$ cat config.mk
export PLATFORM = sky130hd
export DESIGN_NAME = fp_addsub_sched
export DESIGN_NICKNAME = d
export VERILOG_FILES = /design/src/rtl/fp_pkg.sv /design/src/rtl/rr_arbiter_comb.sv /design/src/rtl/fp_addsub_sched.sv
export SDC_FILE = /design/constraint.sdc
export NUM_CORES = 1
export LEC_CHECK = 0
export CORE_AREA = 5 5 155 157
export CTS_CLUSTER_SIZE = 20
export DETAILED_ROUTE_END_ITERATION = 6
export DIE_AREA = 0 0 160 162
export GPL_ROUTABILITY_DRIVEN = 0
export PLACE_DENSITY = 0.7
export SLEW_MARGIN = 20
export SYNTH_ARGS = -nofsm -noshare
export SYNTH_HDL_FRONTEND = slang
export SYNTH_SLANG_ARGS = --single-unit
$ cat constraint.sdc
create_clock -name clk -period 2.7 [get_ports clk]
set_input_delay 0.27 -clock clk [delete_from_list [all_inputs] [get_ports clk]]
set_output_delay 0.27 -clock clk [all_outputs]
set_load 0.02 [all_outputs]
$ cat src/rtl/fp_pkg.sv
// Shared constants for the FPU schedulers: FSM encoding, default NaN and
// IEEE-754 single-precision field positions.
package fp_pkg;

  localparam logic [1:0] ST_IDLE  = 2'd0;
  localparam logic [1:0] ST_ISSUE = 2'd1;
  localparam logic [1:0] ST_RESP  = 2'd2;
  localparam logic [1:0] ST_GAP   = 2'd3;

  localparam logic [31:0] QNAN_DEFAULT = 32'h7FC0_0000;

  localparam int SIGN_BIT = 31;
  localparam int EXP_MSB  = 30;
  localparam int EXP_LSB  = 23;
  localparam int FRAC_MSB = 22;

endpackage

$ cat src/rtl/rr_arbiter_comb.sv
// Combinational round-robin pick: the first set request at or after ptr_i,
// wrapping modulo NUM_REQ, wins.
module rr_arbiter_comb #(
  parameter int NUM_REQ = 4,
  parameter int IDX_W   = $clog2(NUM_REQ)
) (
  input  logic [NUM_REQ-1:0] req_i,
  input  logic [IDX_W-1:0]   ptr_i,
  output logic [NUM_REQ-1:0] gnt_o,
  output logic [IDX_W-1:0]   gnt_idx_o,
  output logic               any_gnt_o
);

  // Scan from lowest to highest priority so the last hit is the winner.
  function automatic logic [IDX_W:0] rr_pick(input logic [NUM_REQ-1:0] req,
                                             input logic [IDX_W-1:0]   ptr);
    logic [IDX_W:0]   pick;
    logic [IDX_W-1:0] cand;
    pick = '0;
    for (int i = NUM_REQ - 1; i >= 0; i--) begin
      cand = IDX_W'((int'(ptr) + i) % NUM_REQ);
      if (req[cand]) begin
        pick = {1'b1, cand};
      end else begin
        pick = pick;
      end
    end
    return pick;
  endfunction

  // Winner index and its one-hot form
  always_comb begin
    {any_gnt_o, gnt_idx_o} = rr_pick(req_i, ptr_i);
    gnt_o = any_gnt_o ? (NUM_REQ'(1) << gnt_idx_o) : '0;
  end

endmodule

$ cat src/rtl/fp_addsub_sched.sv
// Round-robin scheduler sharing one multi-cycle fp_add_sub unit between
// NUM_REQ requesters; one operation in flight, result routed back to its owner.
module fp_addsub_sched
  import fp_pkg::*;
#(
  parameter int NUM_REQ = 4,
  parameter int TIMEOUT = 64,
  parameter int IDX_W   = $clog2(NUM_REQ)
) (
  input  logic                    clk,
  input  logic                    rst_n,
  input  logic [NUM_REQ-1:0]      req_valid,
  output logic [NUM_REQ-1:0]      req_ready,
  input  logic [NUM_REQ*32-1:0]   req_a,
  input  logic [NUM_REQ*32-1:0]   req_b,
  input  logic [NUM_REQ-1:0]      req_sub,
  output logic [NUM_REQ-1:0]      rsp_valid,
  input  logic [NUM_REQ-1:0]      rsp_ready,
  output logic [31:0]             rsp_data,
  output logic                    rsp_err,
  output logic                    fu_start,
  output logic                    fu_s_a,
  output logic [7:0]              fu_e_a,
  output logic [22:0]             fu_f_a,
  output logic                    fu_s_b,
  output logic [7:0]              fu_e_b,
  output logic [22:0]             fu_f_b,
  output logic                    fu_op_is_sub,
  input  logic [31:0]             fu_result,
  input  logic                    fu_done,
  output logic                    busy
);

  localparam int CNT_W = $clog2(TIMEOUT + 1);

  logic [1:0]         state_q, state_d;
  logic [IDX_W-1:0]   rr_ptr_q, rr_ptr_d, owner_q, owner_d;
  logic [CNT_W-1:0]   cnt_q, cnt_d;
  logic               fu_start_q, fu_start_d, op_q, op_d, err_q, err_d;
  logic [31:0]        opa_q, opa_d, opb_q, opb_d, data_q, data_d;
  logic [NUM_REQ-1:0] arb_gnt;
  logic [IDX_W-1:0]   arb_idx;
  logic               arb_any, timeout_hit;
  logic [31:0]        a_sel, b_sel;

  rr_arbiter_comb #(.NUM_REQ(NUM_REQ), .IDX_W(IDX_W)) u_arb (
    .req_i    (req_valid),
    .ptr_i    (rr_ptr_q),
    .gnt_o    (arb_gnt),
    .gnt_idx_o(arb_idx),
    .any_gnt_o(arb_any)
  );

  assign a_sel       = req_a[32*int'(arb_idx) +: 32];
  assign b_sel       = req_b[32*int'(arb_idx) +: 32];
  assign timeout_hit = (cnt_q == CNT_W'(TIMEOUT - 1));

  // State register
  always_ff @(posedge clk or negedge rst_n) begin
    if (!rst_n) state_q <= ST_IDLE;
    else        state_q <= state_d;
  end

  // Next-state logic; fu_done outside ISSUE is a stale pulse and is ignored
  always_comb begin
    state_d = state_q;
    case (state_q)
      ST_IDLE:  state_d = arb_any ? ST_ISSUE : ST_IDLE;
      ST_ISSUE: state_d = (fu_done || timeout_hit) ? ST_RESP : ST_ISSUE;
      ST_RESP:  state_d = rsp_ready[owner_q] ? ST_GAP : ST_RESP;
      ST_GAP:   state_d = ST_IDLE;
      default:  state_d = ST_IDLE;
    endcase
  end

  // Outputs decoded from state; req_ready is forced low while reset is held
  always_comb begin
    req_ready = '0;
    rsp_valid = '0;
    busy      = 1'b0;
    case (state_q)
      ST_IDLE:  req_ready = rst_n ? arb_gnt : '0;
      ST_ISSUE: busy = 1'b1;
      ST_RESP: begin
        rsp_valid = NUM_REQ'(1) << owner_q;
        busy      = 1'b1;
      end
      ST_GAP:   busy = 1'b1;
      default:  busy = 1'b0;
    endcase
  end

  // Datapath next values: capture on grant, finish on done (wins) or timeout
  always_comb begin
    rr_ptr_d   = rr_ptr_q;
    owner_d    = owner_q;
    cnt_d      = cnt_q;
    fu_start_d = 1'b0;
    opa_d      = opa_q;
    opb_d      = opb_q;
    op_d       = op_q;
    data_d     = data_q;
    err_d      = err_q;
    case (state_q)
      ST_IDLE: begin
        if (arb_any) begin
          owner_d    = arb_idx;
          rr_ptr_d   = (int'(arb_idx) == NUM_REQ - 1) ? '0 : arb_idx + IDX_W'(1);
          opa_d      = a_sel;
          opb_d      = b_sel;
          op_d       = req_sub[arb_idx];
          cnt_d      = '0;
          fu_start_d = 1'b1;
        end else begin
          fu_start_d = 1'b0;
        end
      end
      ST_ISSUE: begin
        cnt_d = cnt_q + CNT_W'(1);
        if (fu_done) begin
          data_d     = fu_result;
          err_d      = 1'b0;
          fu_start_d = 1'b0;
        end else if (timeout_hit) begin
          data_d     = QNAN_DEFAULT;
          err_d      = 1'b1;
          fu_start_d = 1'b0;
        end else begin
          fu_start_d = 1'b1;
        end
      end
      default: fu_start_d = 1'b0;
    endcase
  end

  // Datapath registers
  always_ff @(posedge clk or negedge rst_n) begin
    if (!rst_n) begin
      rr_ptr_q   <= '0;
      owner_q    <= '0;
      cnt_q      <= '0;
      fu_start_q <= 1'b0;
      opa_q      <= 32'h0000_0000;
      opb_q      <= 32'h0000_0000;
      op_q       <= 1'b0;
      data_q     <= 32'h0000_0000;
      err_q      <= 1'b0;
    end else begin
      rr_ptr_q   <= rr_ptr_d;
      owner_q    <= owner_d;
      cnt_q      <= cnt_d;
      fu_start_q <= fu_start_d;
      opa_q      <= opa_d;
      opb_q      <= opb_d;
      op_q       <= op_d;
      data_q     <= data_d;
      err_q      <= err_d;
    end
  end

  assign fu_start     = fu_start_q;
  assign fu_s_a       = opa_q[SIGN_BIT];
  assign fu_e_a       = opa_q[EXP_MSB:EXP_LSB];
  assign fu_f_a       = opa_q[FRAC_MSB:0];
  assign fu_s_b       = opb_q[SIGN_BIT];
  assign fu_e_b       = opb_q[EXP_MSB:EXP_LSB];
  assign fu_f_b       = opb_q[FRAC_MSB:0];
  assign fu_op_is_sub = op_q;
  assign rsp_data     = data_q;
  assign rsp_err      = err_q;

endmodule

Yosys cells after proc, flatten, opt, wreduce, memory -nomap -nowiden. Index checks and enable logic that the tools add are counted.

$add $sub $neg: 5. Order comparisons: 6. Eq/ne operators: 6. Shift-type cells: 4. Muxes and demuxes: 36. Reduce and logical (&&, ||, !) cells: 8.

Operators by type and width (count): $shiftx 128x8->32 (2); $mux 32 (2); $lt 2x3->1 const B (6); $mux 4 (4); $mux 1 (14); $pmux 7 s2 (1); $bmux 1 s2 (6); $mux 3 (4); $pmux 2 s4 (1); $shl 1x2->4 const A (2); $add 7x1->7 const B (1); $eq 7x6->1 const B (1); $mux 7 (1); $reduce_and 2->1 (3); $add 2x1->2 const B (2); $add 2x2->2 const B (2); $eq 2x1->1 const B (2); $eq 2x2->1 const B (2); $mux 2 (2); $reduce_bool 2->1 (2); $reduce_or 3->1 (1); $logic_not 2->1 (1); $ne 2x2->1 const B (1); $pmux 1 s2 (1); $logic_or 1x1->1 (1).

Flip-flop bits (word level): 112. Bits of input ports: 303. Output and inout bits: 108. Word-level logic and storage cells: 75.

Depth between registers and ports, before layout. Gate-level depths: netlist of the first run.

Depth in word-level cells: 11. Depth in mapped cells: 9. Depth with buffers taken out: 7.

Modules after synthesis. A second synthesis of the first run with hierarchy kept.

Cell total of the unflattened synthesis: 405. Area total of the unflattened synthesis: 6292.3 µm².

By module, submodules not included: fp_addsub_sched (times used 1, cells each 373, area each 6109.6 µm², sequential area each 2802.7 µm²); rr_arbiter_comb (times used 1, cells each 32, area each 182.7 µm², sequential area each 0.0 µm²).

Worst setup path after synthesis of the first run. OpenSTA, ideal clock, no wires.

Path type: register -> output. Start point: register rr_ptr_q[1]. End point: output port req_ready[2]. Arrival: 1762 ps. Data required time: 2430 ps. Path slack: 668 ps. Cell stages (with the launch flop): 8. Buffers on the path: 2. Cells stage by stage: dfrtp_1 -> mux2i_1 -> o22a_2 -> nand2_2 -> buf_6 -> buf_6 -> inv_2 -> nor3b_1.

Word-level cells in the longest chain between the ends: 11. Elaborated cells on any way between the ends: 19. Those cells by class: 3 x add/sub; 1 x shift; 15 x mux.

RTL lines: from (decl) (RTL line fp_addsub_sched.sv:37) `logic [IDX_W-1:0] rr_ptr_q, rr_ptr_d, owner_q, owner_d;`; from (signal assigned) (RTL line fp_addsub_sched.sv:149) `rr_ptr_q <= rr_ptr_d;`; $add 2x2->2 (RTL line rr_arbiter_comb.sv:21) `cand = IDX_W'((int'(ptr) + i) % NUM_REQ);`; $bmux 1 s2 (RTL line rr_arbiter_comb.sv:22) `if (req[cand]) begin`; $mux 1 (not written as such) (RTL line rr_arbiter_comb.sv:22); $mux 3 (3 in a row) (RTL line rr_arbiter_comb.sv:22); $mux 3 (*) (RTL line rr_arbiter_comb.sv:22); $shl 1x2->4 (RTL line rr_arbiter_comb.sv:34) `gnt_o = any_gnt_o ? (NUM_REQ'(1) << gnt_idx_o) : '0;`; $mux 4 (*) (RTL line rr_arbiter_comb.sv:34); $mux 4 (*) (RTL line fp_addsub_sched.sv:82) `ST_IDLE: req_ready = rst_n ? arb_gnt : '0;`; $mux 4 (*) (RTL line fp_addsub_sched.sv:81) `case (state_q)`; to (decl) (RTL line fp_addsub_sched.sv:13) `output logic [NUM_REQ-1:0] req_ready,`.

Mark *: on every way between the ends. The rest lies on a longest branch, timed or not. The select of a mux whose other input is x is not followed.

Final worst setup path of the first run.
Start point: register rr_ptr_q[1]. End point: output port req_ready[3].

Same word-level chain as after synthesis.

==> impl_results.md, run 1 <==
- Pwr Total: approximately 0.011 W
- Mapped cell area: ~6300 µm²
- # H-tree levels: 3
- #FFs+latches synth: 112
- Area grow syn2layout: 77.3%
- ANT nets after route: 0
- Fmax: between 400 and 500 MHz
- Most frequent cells in the layout: 405 x clkdlybuf4s50_1, 111 x dfrtp_1, 76 x o21ai_0
- Top cell type's share of synthesized area: between 40% and 50%
- Buffers and inverters on the worst path: 2
- Nets: between 1000 and 1500
- Diode count: 0
- Post-synth top flop: dfrtp_1
- Clk Latency, worst-skew pair: approximately 0.35 ns
- RSZ-0062 raised after global routing: false
- Die extent in x: 160 µm
- Fin cells: 1294
- Largest area contributor in the synthesized netlist: dfrtp_1
- Worst-Margin Slew: between 0.6 and 0.7 ns
- CP max stage cell: dfrtp_2
- Tcrit/Tclk final: a little over 90%
- Post-synth ARST share: 100%
- Wire length of the first global-routing pass: roughly 40 mm
- Layout cells sized above 1: between 10% and 20%
- Leakage: about 4.5 nW
- Worst hold-check path type: input pin to asynchronous set/reset pin
- Initial Util: between 20% and 30%
- Sequential area share after synthesis: ~45%
- DR vias/cell: 5.32
- Met3 GRT Util: 5.86%
- Per-cell routed wire length: approximately 21 µm
- Max rail drop VDD: slightly below 0.0004 V
- Arr. time, crit path: 2.22 ns
- Initial antenna violation count: 0
- Vias in the first global route: between 7000 and 8000
- Max stage delay on crit path: between 0.4 and 0.5 ns
- DP Cell Count: between 1000 and 1500
- Core footprint: 22400 µm²
- Total track usage: roughly 20%
- GR peak layer: met2
- Mapped Cells: between 600 and 700
- Die area: 25900 µm²
- Startpoint types: flop
- CP Capture Type: output pin
- GR met1 Demand/Resource: a little under a quarter
- Total setup buffers inserted after CTS: 0
- Drt drc: 0
- Delay-heaviest family, CP: flip-flops
- Power per standard cell area: just under 1000 nW/µm²
- Status: finished clean
- Final setup viols: 0
- Synthesized area per cell: ~10 µm²
- Final worst path period need: 2.49 ns
- Max_cap viols: 0
- CP Data Required Time: approximately 2.4 ns
- Detailed Routing Iterations Pass 1: 5
- Hold Violations, Final: 0
- EDFF count, synth: 0
- Critical path cell sequence: mux2i_2, o22a_2, nand2_4, inv_2, ha_1, and3_1, dlygate4sd2_1
- Yosys warnings: 0
- Vias: between 6000 and 7000
- Die Ht: around 160 µm
- CTS Buf Count: 9
- Slew headroom: a little under three fifths
- Global-route met2 utilization: around 33%
- Largest net degree at the start of global routing: 66
- Clock transition at the registers of the reported paths: 0.09 ns
- Area contributors post-synth: dfrtp_1 45%, a221o_1 11%, mux2_2 6.1%
- Worst Skew: between 0.01 and 0.015 ns
- Worst Path Max Fanout: 7
- Post-synth cell types: 42
- Setup CP Type: flop to output pin
- Total wire length: roughly 27 mm
- I/O pins: just over 400
- Post-DP HPWL: 20.0 mm
- Row count: 55
- Most common cell after layout, fill and taps aside: clkdlybuf4s50_1
- 1st-iter DRT viols: 425
- Final-report max-slew violation count: 0
- Maximum clock insertion buffer count: 2
- TritonCTS clock tree: yes
- Syn Nets: just over 900
- Clock Sinks: 112
- CTS root buf: clkbuf_16
- GRT overflow: 0
- Number of buffers added on ports: 410
- Setup_tns: 0 ns
-- per-layer routing --
layer  part of all wire, %  up-vias
li1                      -     3166
met1                    39     3316
met2                    49      346
met3                   8.7       51
met4                   3.1        0
met5                     0        -
-- stage by stage --
stage | setup WS, ns | util, % | cell area, µm² | hold slack [ns]
floorplan | 0.668 | - | 6290 | -0.0256
global placement | 0.0338 | 48.5 | 10800 | 0.190
detailed placement | -0.00543 | 48.5 | 10800 | 0.191
CTS | 0.188 | 49.9 | 11100 | 0.349
global route | 0.108 | 49.9 | 11100 | 0.375
finish | 0.213 | 49.9 | 11100 | 0.354
-- final cells by class --
type	count	area, µm²
clock inverter	6	62.6
clock buffer	10	229
multi-input combinational	439	3220
sequential	112	2800
inverter	4	15.0
tap	285	357
fill	2102	11200
timing repair buffer	438	4460
-- cell families (layout without fill, tap and decap cells) --
group / count (synthesis) / after routing / share of synthesized area (%)
compound gates: 250 / 250 / 27.3
simple gates: 118 / 118 / 9.37
flops: 112 / 112 / 44.6
xor+xnor: 2 / 2 / 0.279
fa+ha+maj: 2 / 2 / 0.398
mux: 67 / 67 / 13.1
buf+inv: 68 / 458 / 4.99
-- report_power, final --
part	total [W]	internal [W]	leakage, nW	switching, W
logic	0.00642	0.00320	2.95	0.00322
clock network	0.00136	0.000654	0.142	0.000704
registers	0.00295	0.00246	1.39	0.000497
total	0.0107	0.00631	4.48	0.00442
-- state kept, by name, summed over array words and instances, names as in the netlist, named ones only --
name	flops
opb_q	32
rr_ptr_q	2
state_q	1
owner_q	2
rsp_err	1
fu_op_is_sub	1
opa_q	32
fu_start	1
cnt_q	7
rsp_data	32
-- path summary, 6_finish.rpt --
path | start | to | slack (ns) | depth (start not counted)
min reg2reg | cnt_q[6] | cnt_q[6] | 0.49 | 1
min | rst_n | rsp_data[26] | 0.35 | 2
min in group clk | cnt_q[6] | cnt_q[6] | 0.49 | 1
max in group asynchronous | rst_n | opb_q[25] | 1.35 | 3
max reg2reg | rr_ptr_q[1] | opa_q[9] | 0.51 | 6
max | rr_ptr_q[1] | req_ready[3] | 0.21 | 7
-- Yosys cell counts (2+ instances only) --
library cell / count
a21oi_1: 69
a22o_1: 23
o21ai_0: 76
ha_1: 2
nor2b_1: 3
and3_1: 3
and2_1: 2
o22a_1: 9
nor3b_1: 3
a221o_1: 66
buf_2: 14
mux2_2: 34
nand3_1: 68
inv_1: 3
nand2b_1: 3
buf_4: 5
clkbuf_1: 41
dfrtp_1: 112
nand2_1: 17
nor2_1: 11
nor3_1: 3
buf_6: 3
mux2_1: 15
mux2_4: 16
-- timing repair --
item / in CTS / in global routing
gates resized for setup: 7 / 0
hold buffers: 1 / 0
endpoints found under the setup margin: 4 / 0
hold endpoints to repair: 22 / 0
(Power assumes the default switching activity.)
==> run 2: changes to the inputs <==
--- a/config.mk
+++ b/config.mk
@@ -7,4 +7,5 @@
 export LEC_CHECK = 0
 export CORE_AREA = 5 5 155 157
+export CTS_BUF_LIST = sky130_fd_sc_hd__clkbuf_8
 export CTS_CLUSTER_SIZE = 20
 export DETAILED_ROUTE_END_ITERATION = 6
@@ -12,5 +13,4 @@
 export GPL_ROUTABILITY_DRIVEN = 0
 export PLACE_DENSITY = 0.7
-export SLEW_MARGIN = 20
 export SYNTH_ARGS = -nofsm -noshare
 export SYNTH_HDL_FRONTEND = slang
==> constraint.sdc (replaced) <==
create_clock -name clk -period 2.7 [get_ports clk]
set_input_delay 0.405 -clock clk [delete_from_list [all_inputs] [get_ports clk]]
set_output_delay 0.405 -clock clk [all_outputs]
set_load 0.02 [all_outputs]
==> run 2 against run 1 <==
Routed wire length is 1.1% higher; clock skew up 0.0080 ns; worst hold slack improved by 0.068 ns; clock power decreased by 25%; sequential share of layout area grew 0.12 points; cell count increased by 0.85%; critical path type is now input pin to output pin; first-iteration DRC count fell by 0.24%; clock-buffer cell count is 1 lower.
==> impl_results.md, run 2 (synthesized netlist as in run 1, its figures left out) <==
- Pwr Total: 0.0104 W (was 0.0107 W)
- CP Data Required Time: 2.30 ns (was 2.43 ns)
- Diode count: 0 (unchanged)
- # H-tree levels: 3 (unchanged)
- Clk Latency, worst-skew pair: 0.40 ns (was 0.35 ns)
- Vias in the first global route: 7188 (was 7104)
- Row count: 55 (unchanged)
- Worst hold-check path type: input pin to asynchronous set/reset pin (unchanged)
- R2r setup slk: 0.43 ns (was 0.51 ns)
- Post-layout util: 49.6% (was 49.9%)
- Per-cell routed wire length: 21.0 µm (was 20.9 µm)
- Status: finished clean (unchanged)
- Die area: 25900 µm² (unchanged)
- Total setup buffers inserted after CTS: 0 (unchanged)
- CTS root buf: clkbuf_8 (was clkbuf_16)
- Power per standard cell area: 940 nW/µm² (was 962 nW/µm²)
- Setup CP Type: input pin to output pin (was flop to output pin)
- Most frequent cells in the layout: 404 x clkdlybuf4s50_1, 111 x dfrtp_1, 76 x o21ai_0 (was 405 x clkdlybuf4s50_1, 111 x dfrtp_1, 76 x o21ai_0)
- Post-DP HPWL: 20.6 mm (was 20.0 mm)
- Worst-Margin Slew: 0.815 ns (was 0.674 ns)
- Reg2reg end: opb_q[20] (was opa_q[9])
- Tcrit/Tclk final: 94.0% (was 92.1%)
- Largest net degree at the start of global routing: 66 (unchanged)
- CP Capture Type: output pin (unchanged)
- Total wire length: 27.3 mm (was 27.0 mm)
- ANT nets after route: 0 (unchanged)
- Layout cells sized above 1: 11.5% (was 10.5%)
- Arr. time, crit path: 2.13 ns (was 2.22 ns)
- Number of buffers added on ports: 410 (unchanged)
- Hold Violations, Final: 0 (unchanged)
- Clock transition at the registers of the reported paths: 0.11 ns (was 0.09 ns)
- Most common cell after layout, fill and taps aside: clkdlybuf4s50_1 (unchanged)
- Setup_tns: 0 ns (unchanged)
- Initial antenna violation count: 0 (unchanged)
- TritonCTS clock tree: yes (unchanged)
- Leakage: 4.48 nW (about the same)
- Worst Skew: 0.0213 ns (was 0.0133 ns)
- Maximum clock insertion buffer count: 2 (unchanged)
- Die Ht: 162 µm (unchanged)
- Detailed Routing Iterations Pass 1: 6 (was 5)
- Startpoint types: input pin (was flop)
- Fmax: 394 MHz (was 402 MHz)
- Core footprint: 22400 µm² (unchanged)
- GRT overflow: 0 (unchanged)
- Max rail drop VDD: 0.000375 V (was 0.000397 V)
- Slew headroom: 45.7% (was 55.0%)
- Final worst path period need: 2.54 ns (was 2.49 ns)
- Clock Sinks: 112 (unchanged)
- Drt drc: 0 (unchanged)
- Total track usage: 20.1% (was 19.8%)
- Vias: 6974 (was 6879)
- CTS Buf Count: 9 (unchanged)
- Area grow syn2layout: 76.4% (was 77.3%)
- Worst R2R Path Depth: 6 (unchanged)
- RSZ-0062 raised after global routing: false (unchanged)
- Nets: 1320 (was 1309)
- Max_cap viols: 0 (unchanged)
- DR vias/cell: 5.34 (was 5.32)
- Worst Path Max Fanout: 5 (was 7)
- 1st-iter DRT viols: 424 (was 425)
- Final-report max-slew violation count: 0 (unchanged)
- Final setup viols: 0 (unchanged)
- I/O pins: 411 (unchanged)
- Die extent in x: 160 µm (unchanged)
- Wire length of the first global-routing pass: 41.3 mm (was 40.6 mm)
- Crit Reg-Reg Startpoint: rr_ptr_q[1] (unchanged)
- Initial Util: 28.1% (unchanged)
[run 2: layout make-up]
cell class | instances | area (µm²)
clock buffers | 9 | 124
inverters | 4 | 15.0
clock inverters | 7 | 66.3
fillers | 2106 | 11300
repair buffers | 449 | 4520
flip-flops and latches | 112 | 2800
well taps | 285 | 357
multi-input cells | 439 | 3220
[run 2: per-stage QoR]
step / setup slack [ns] / cells / instance area (µm²) / hold WS [ns]
2_1_floorplan: 0.533 / 619 / 6290 / 0.109
3_3_place_gp: -0.182 / 1288 / 10900 / 0.291
3_5_place_dp: -0.206 / 1288 / 10900 / 0.290
4_1_cts: 0.0252 / 1305 / 11100 / 0.388
5_1_grt: 0.0120 / 1305 / 11100 / 0.403
6_report: 0.162 / 1305 / 11100 / 0.422
[run 2: how the worst max path moves through the flow]
stage | from | endpoint | slack, ns | cells past startpoint
finish | req_valid[2] | req_ready[2] | 0.16 | 6
global route | req_valid[2] | req_ready[2] | 0.01 | 6
CTS | req_valid[0] | req_ready[3] | 0.03 | 7
detailed placement | req_valid[2] | req_ready[3] | -0.21 | 7
global placement | req_valid[0] | req_ready[3] | -0.18 | 7
floorplan | rr_ptr_q[1] | req_ready[2] | 0.53 | 7
[run 2: repair_timing]
action	in CTS	in global routing
gates resized for setup	4	4
endpoints found under the hold margin	15	0
hold buffers	1	0
setup endpoints to repair	4	1
[run 2: critical path, stage by stage]
cell and delay, ns:
clkdlybuf4s50_1 0.53, nor2b_1 0.20, a221o_1 0.19, and2_1 0.22, nor3b_1 0.19, dlygate4sd2_1 0.39
[run 2: metal layers]
metal	vias to the layer above	share of wire, %	global-route usage, %
met5	-	0	0
met4	0	3.4	8.37
met3	57	8.2	5.46
met2	363	49	34.9
met1	3375	39	23.6
li1	3179	-	-
[run 2: report_power, final]
group | total [W] | switching [W] | internal, W
clock network | 0.00102 | 0.000664 | 0.000356
logic | 0.00647 | 0.00322 | 0.00324
registers | 0.00295 | 0.000497 | 0.00245
